## src/rtl/fetch_sequencer.sv

```systemverilog
// Fetch/issue sequencer: reads an instruction from imem, offers it to the execute
// stage, then adopts exec_pc as the next fetch address. FETCH_PERF_EN adds perf counters.
module fetch_sequencer #(
  parameter int unsigned       ADDR_W       = 8,
  parameter int unsigned       INST_W       = 8,
  parameter logic [ADDR_W-1:0] RESET_PC     = '0,
  parameter int unsigned       WAIT_TIMEOUT = 255
) (
  input  logic              clk,
  input  logic              rst_n,
  input  logic              run,
  input  logic              halt_req,
  output logic [ADDR_W-1:0] imem_addr,
  output logic              imem_rd,
  input  logic [INST_W-1:0] imem_data,
  input  logic              imem_valid,
  output logic              exec_en,
  output logic [INST_W-1:0] exec_inst,
  input  logic              exec_ready,
  input  logic [ADDR_W-1:0] exec_pc,
  output logic [ADDR_W-1:0] fetch_pc,
  output logic              busy,
  output logic              halted,
  output logic              fault
`ifdef FETCH_PERF_EN
  ,
  output logic [15:0]       retired,
  output logic [15:0]       stall_cycles
`endif
);

  typedef enum logic [2:0] {
    S_IDLE,
    S_FETCH,
    S_ISSUE,
    S_WAIT,
    S_HALT,
    S_FAULT
  } state_t;

  localparam int unsigned       CNT_W    = $clog2(WAIT_TIMEOUT + 1);
  localparam logic [CNT_W-1:0]  CNT_LAST = CNT_W'(WAIT_TIMEOUT - 1);

  state_t              state, state_next;
  logic [ADDR_W-1:0]   pc_next;
  logic [INST_W-1:0]   inst_next;
  logic [CNT_W-1:0]    wait_cnt, cnt_next;
  logic                halt_pend, pend_next;

  always_ff @(posedge clk or negedge rst_n) begin
    if (!rst_n) begin
      state     <= S_IDLE;
      fetch_pc  <= RESET_PC;
      exec_inst <= '0;
      wait_cnt  <= '0;
      halt_pend <= 1'b0;
    end else begin
      state     <= state_next;
      fetch_pc  <= pc_next;
      exec_inst <= inst_next;
      wait_cnt  <= cnt_next;
      halt_pend <= pend_next;
    end
  end

  assign imem_addr = fetch_pc;

  // A halt request seen at any point of a busy instruction is remembered so that a
  // short pulse still stops the sequencer at the following instruction boundary.
  always_comb begin
    state_next = state;
    pc_next    = fetch_pc;
    inst_next  = exec_inst;
    cnt_next   = wait_cnt;
    pend_next  = halt_pend;
    imem_rd    = 1'b0;
    exec_en    = 1'b0;
    busy       = 1'b0;
    halted     = 1'b0;
    fault      = 1'b0;
    case (state)
      S_IDLE: begin
        if (run) begin
          state_next = S_FETCH;
          pc_next    = RESET_PC;
        end
      end
      S_FETCH: begin
        imem_rd = 1'b1;
        busy    = 1'b1;
        if (halt_req) pend_next = 1'b1;
        if (imem_valid) begin
          inst_next  = imem_data;
          state_next = S_ISSUE;
        end
      end
      S_ISSUE: begin
        exec_en    = 1'b1;
        busy       = 1'b1;
        cnt_next   = '0;
        if (halt_req) pend_next = 1'b1;
        state_next = S_WAIT;
      end
      S_WAIT: begin
        exec_en = 1'b1;
        busy    = 1'b1;
        if (exec_ready) begin
          pc_next  = exec_pc;
          cnt_next = '0;
          if (halt_req || halt_pend || !run) begin
            state_next = S_HALT;
            pend_next  = 1'b0;
          end else begin
            state_next = S_FETCH;
          end
        end else begin
          if (halt_req) pend_next = 1'b1;
          if (wait_cnt == CNT_LAST) begin
            state_next = S_FAULT;
          end else begin
            cnt_next = wait_cnt + 1'b1;
          end
        end
      end
      S_HALT: begin
        halted = 1'b1;
        if (run && !halt_req) state_next = S_FETCH;
      end
      S_FAULT: begin
        fault = 1'b1;
      end
      default: begin
        state_next = S_IDLE;
      end
    endcase
  end

`ifdef FETCH_PERF_EN
  always_ff @(posedge clk or negedge rst_n) begin
    if (!rst_n) begin
      retired      <= '0;
      stall_cycles <= '0;
    end else begin
      if (state == S_WAIT && exec_ready && retired != '1) begin
        retired <= retired + 16'd1;
      end
      if (state == S_FETCH && !imem_valid && stall_cycles != '1) begin
        stall_cycles <= stall_cycles + 16'd1;
      end
    end
  end
`endif

endmodule

```

## config.mk

```make
export PLATFORM = sky130hd
export DESIGN_NAME = fetch_sequencer
export DESIGN_NICKNAME = d
export VERILOG_FILES = /design/src/rtl/fetch_sequencer.sv
export SDC_FILE = /design/constraint.sdc
export NUM_CORES = 1
export LEC_CHECK = 0
export CORE_MARGIN = 2
export CORE_UTILIZATION = 40
export DETAILED_ROUTE_END_ITERATION = 8
export PLACE_DENSITY = 0.83
export SLEW_MARGIN = 20
export SYNTH_ARGS = -nofsm -noshare
export SYNTH_HDL_FRONTEND = slang
export SYNTH_SLANG_ARGS = --single-unit
export TNS_END_PERCENT = 30
```

## constraint.sdc

```tcl
create_clock -name clk -period 1.5 [get_ports clk]
set_input_delay 0.15 -clock clk [delete_from_list [all_inputs] [get_ports clk]]
set_output_delay 0.15 -clock clk [all_outputs]
set_load 0.05 [all_outputs]
```

==> results.py <==
metrics = {
    "status": {
        "status": "completed",
    },
    "synth": {
        "yosysWarnings": 0,
        "syn_area_um2": 1479,
        "yosysMostFrequentCell": "dfrtp_1",
        "synth-main-ff-cell": "dfrtp_1",
        "syn_area_per_cell_um2": 9.993,
        "ys_types": 40,
        "yosys-top-cells-area": "dfrtp_1 47%, o21ai_0 6.4%, mux2_2 6.1%",
        "yosysSeqAreaShare": 0.4738,
        "ys_seq_elements": 28,
        "synthArstFlopShare": 1.000,
        "synth_top_area_cell": "dfrtp_1",
        "ys_top_cells_by_count": "28 x dfrtp_1, 24 x nand2_1, 19 x o21ai_0",
        "synthCells": 148,
        "synth_edf_count": 0,
        "synth_top_area_frac": 0.4738,
        "syn-num-nets": 172,
    },
    "sta": {
        "fmax_ghz": 0.6796,
        "report.final.slew_viol_count": 0,
        "timing.hold.ws_ns": 0.2439,
        "tns_ns": 0,
        "hold_violations": 0,
        "setup_viol": 0,
        "worst_pin_slew_ns": 0.3632,
        "fin_crit_sh": 0.9810,
        "grt_setup_unrepaired": "true",
        "max_slew_margin": 0.7578,
        "skew_ns": 0.003966,
        "layout_min_cycle_time_ns": 1.471,
    },
    "global_routing": {
        "grt-ovfl-total": 0,
        "grt_pass1_wl_um": 5485,
        "grt_usage": 0.1657,
        "grt_max_degree": 29,
        "grt_antenna_before_repair": 0,
        "first_global_vias": 1236,
    },
    "cells_and_area": {
        "drive_above_1_share": 0.4009,
        "final_core_util": 0.6242,
        "area_delta_synth_final_pct": 52.20,
        "antennaDiodeCount": 0,
        "fillers": 296,
        "nets": 237,
    },
    "worst_setup_path": {
        "worstSetupPathType": "register to output pin",
        "crit_family": "flip-flops",
        "ff2ff_setup_slack_ns": 0.05,
        "cp_data_required_time_ns": 1.35,
        "path_depth": 4,
        "critPathLaunch": "state[1]$_DFFE_PN0P_",
        "start_kind": "register",
        "worst_path_max_delay_cell": "dfrtp_1",
        "worst-path-buf-inv": 3,
        "reg2reg_from": "wait_cnt[0]$_DFFE_PN0P_",
        "r2r_cells": 7,
        "cp-end-kind": "output pin",
        "cp_data_arrival_time_ns": 1.32,
        "max_stage_delay_ns": 0.42,
        "crit_path_cell_trace": "buf_6 -> and2b_2 -> buf_6 -> buf_12",
        "endpoint": "exec_en",
        "cp_max_fo": 3,
        "cp_common_cell": "buf_6",
        "r2r-end": "wait_cnt[6]$_DFFE_PN0P_",
    },
    "clock_network": {
        "clockBufferDepth": 2,
        "root_buffer": "clkbuf_8",
        "cts_buffers": 3,
        "clk_pin_slew_worst_paths_ns": 0.10,
        "cts.sinks": 28,
        "htree_levels": 1,
        "clk_latency_ns": 0.28,
        "hold_buffers": 0,
        "cts_tree": "built",
    },
    "pwr": {
        "intPower_mw": 2.495,
        "switchingPower_mw": 2.186,
        "ir_drop_mv": 1.137,
        "p_leak_nw": 1.003,
        "swShare": 0.4670,
        "clock_power_share": 0.129,
        "p_comb_frac": 0.622,
        "seqPwrFrac": 0.249,
        "cellPowerDensity_nw_per_um2": 2079,
    },
    "detailed_routing": {
        "ant_nets": 0,
        "wirelength_um": 3365,
        "drt_first_iter_violations": 56,
        "vias_per_cell": 5.019,
        "drc": 0,
        "drt_pre_antenna_iters": 4,
        "wl_per_cell_um": 12.94,
        "vias": 1305,
    },
    "die": {
        "die_x_um": 64.81,
        "dieArea_um2": 4200,
        "ios": 51,
        "rows": 22,
        "dieHeight_um": 64.81,
        "coreArea_um2": 3606,
        "initial_core_util": 0.4101,
    },
    "job": {
        "cap_violations": 0,
    },
    "worst_hold_path": {
        "hp-class": "primary input to asynchronous set/reset pin",
    },
    "place": {
        "globalplace.congestion": 0.8020,
        "port_buffers": 50,
        "hpwlAfterDp_um": 2443,
    },
}
cells in the final DEF, fill, tap and decap left out, drive strengths merged, types with 2 or more instances in the layout:
master,count
clkdlybuf4s50,21
nand2,24
mux2,8
nand2b,2
nand4,2
nand3,4
nor2,7
ha,2
o21ai,21
buf,53
nor3,2
inv,5
a21o,2
clkbuf,3
dfrtp,28
nor2b,3
a21oi,5
registers in the layout, summed over array words and instances (netlist names):
| register | cells |
|---|---|
| exec_inst | 8 |
| fetch_pc | 8 |
| wait_cnt | 8 |
| state | 3 |
| halt_pend | 1 |
through the flow:
stage,setup slack [ns],cells,area (um^2),total power [mW]
2_1_floorplan,-0.06994,148,1480,3.008
3_3_place_gp,-0.1098,254,2111,3.938
3_5_place_dp,-0.1285,254,2111,3.979
4_1_cts,0.008813,260,2222,4.673
5_1_grt,-0.02023,260,2251,4.904
6_report,0.02851,260,2251,4.680
cell families after synthesis:
logic type      Yosys count  share of synthesized area
compound gates           36                     0.1591
xor+xnor                  1                   0.005923
fa+ha+maj                 2                    0.01692
buf+inv                  19                    0.07868
flops                    28                     0.4738
mux                       8                    0.06092
simple gates             54                     0.2048
routing by layer:
metal  track usage  routed length, um
met3       0.02778                172
met5             0                  0
met2        0.2848               1701
met1        0.2105               1476
met4       0.05585                 15
power by group through the flow:
| stage | logic [mW] | clock network (mW) | registers (mW) |
|---|---|---|---|
| CTS | 2.89 | 0.620 | 1.17 |
| detailed placement | 2.79 | 0 | 1.18 |
| floorplan | 1.23 | 0 | 1.77 |
| global route | 3.06 | 0.646 | 1.20 |
| finish | 2.91 | 0.603 | 1.16 |
| global placement | 2.76 | 0 | 1.18 |
layout make-up:
type | count | area (um^2) | share of cell area
Timing Repair Buffer | 74 | 690.7 | 0.3068
Tap cell | 48 | 60.06 | 0.02668
Clock inverter | 1 | 30.03 | 0.01334
Multi-Input combinational cell | 101 | 708.2 | 0.3146
Sequential cell | 28 | 701.9 | 0.3118
Inverter | 5 | 18.77 | 0.008338
Clock buffer | 3 | 41.29 | 0.01834
how the worst min path moves through the flow:
stage,from,end,depth (start not counted)
2_1_floorplan,rst_n,exec_inst[0]$_DFFE_PN0P_,0
3_3_place_gp,fetch_pc[5]$_DFFE_PN0P_,fetch_pc[5]$_DFFE_PN0P_,2
3_5_place_dp,exec_inst[2]$_DFFE_PN0P_,exec_inst[2]$_DFFE_PN0P_,1
4_1_cts,rst_n,exec_inst[3]$_DFFE_PN0P_,2
5_1_grt,rst_n,halt_pend$_DFFE_PN0P_,2
6_report,rst_n,halt_pend$_DFFE_PN0P_,2
repair_timing:
action	in CTS	in global routing
gates resized for setup	7	10
pin swaps	1	0
endpoints found under the setup margin	8	26
setup buffers	2	0
(Power assumes the default switching activity.)
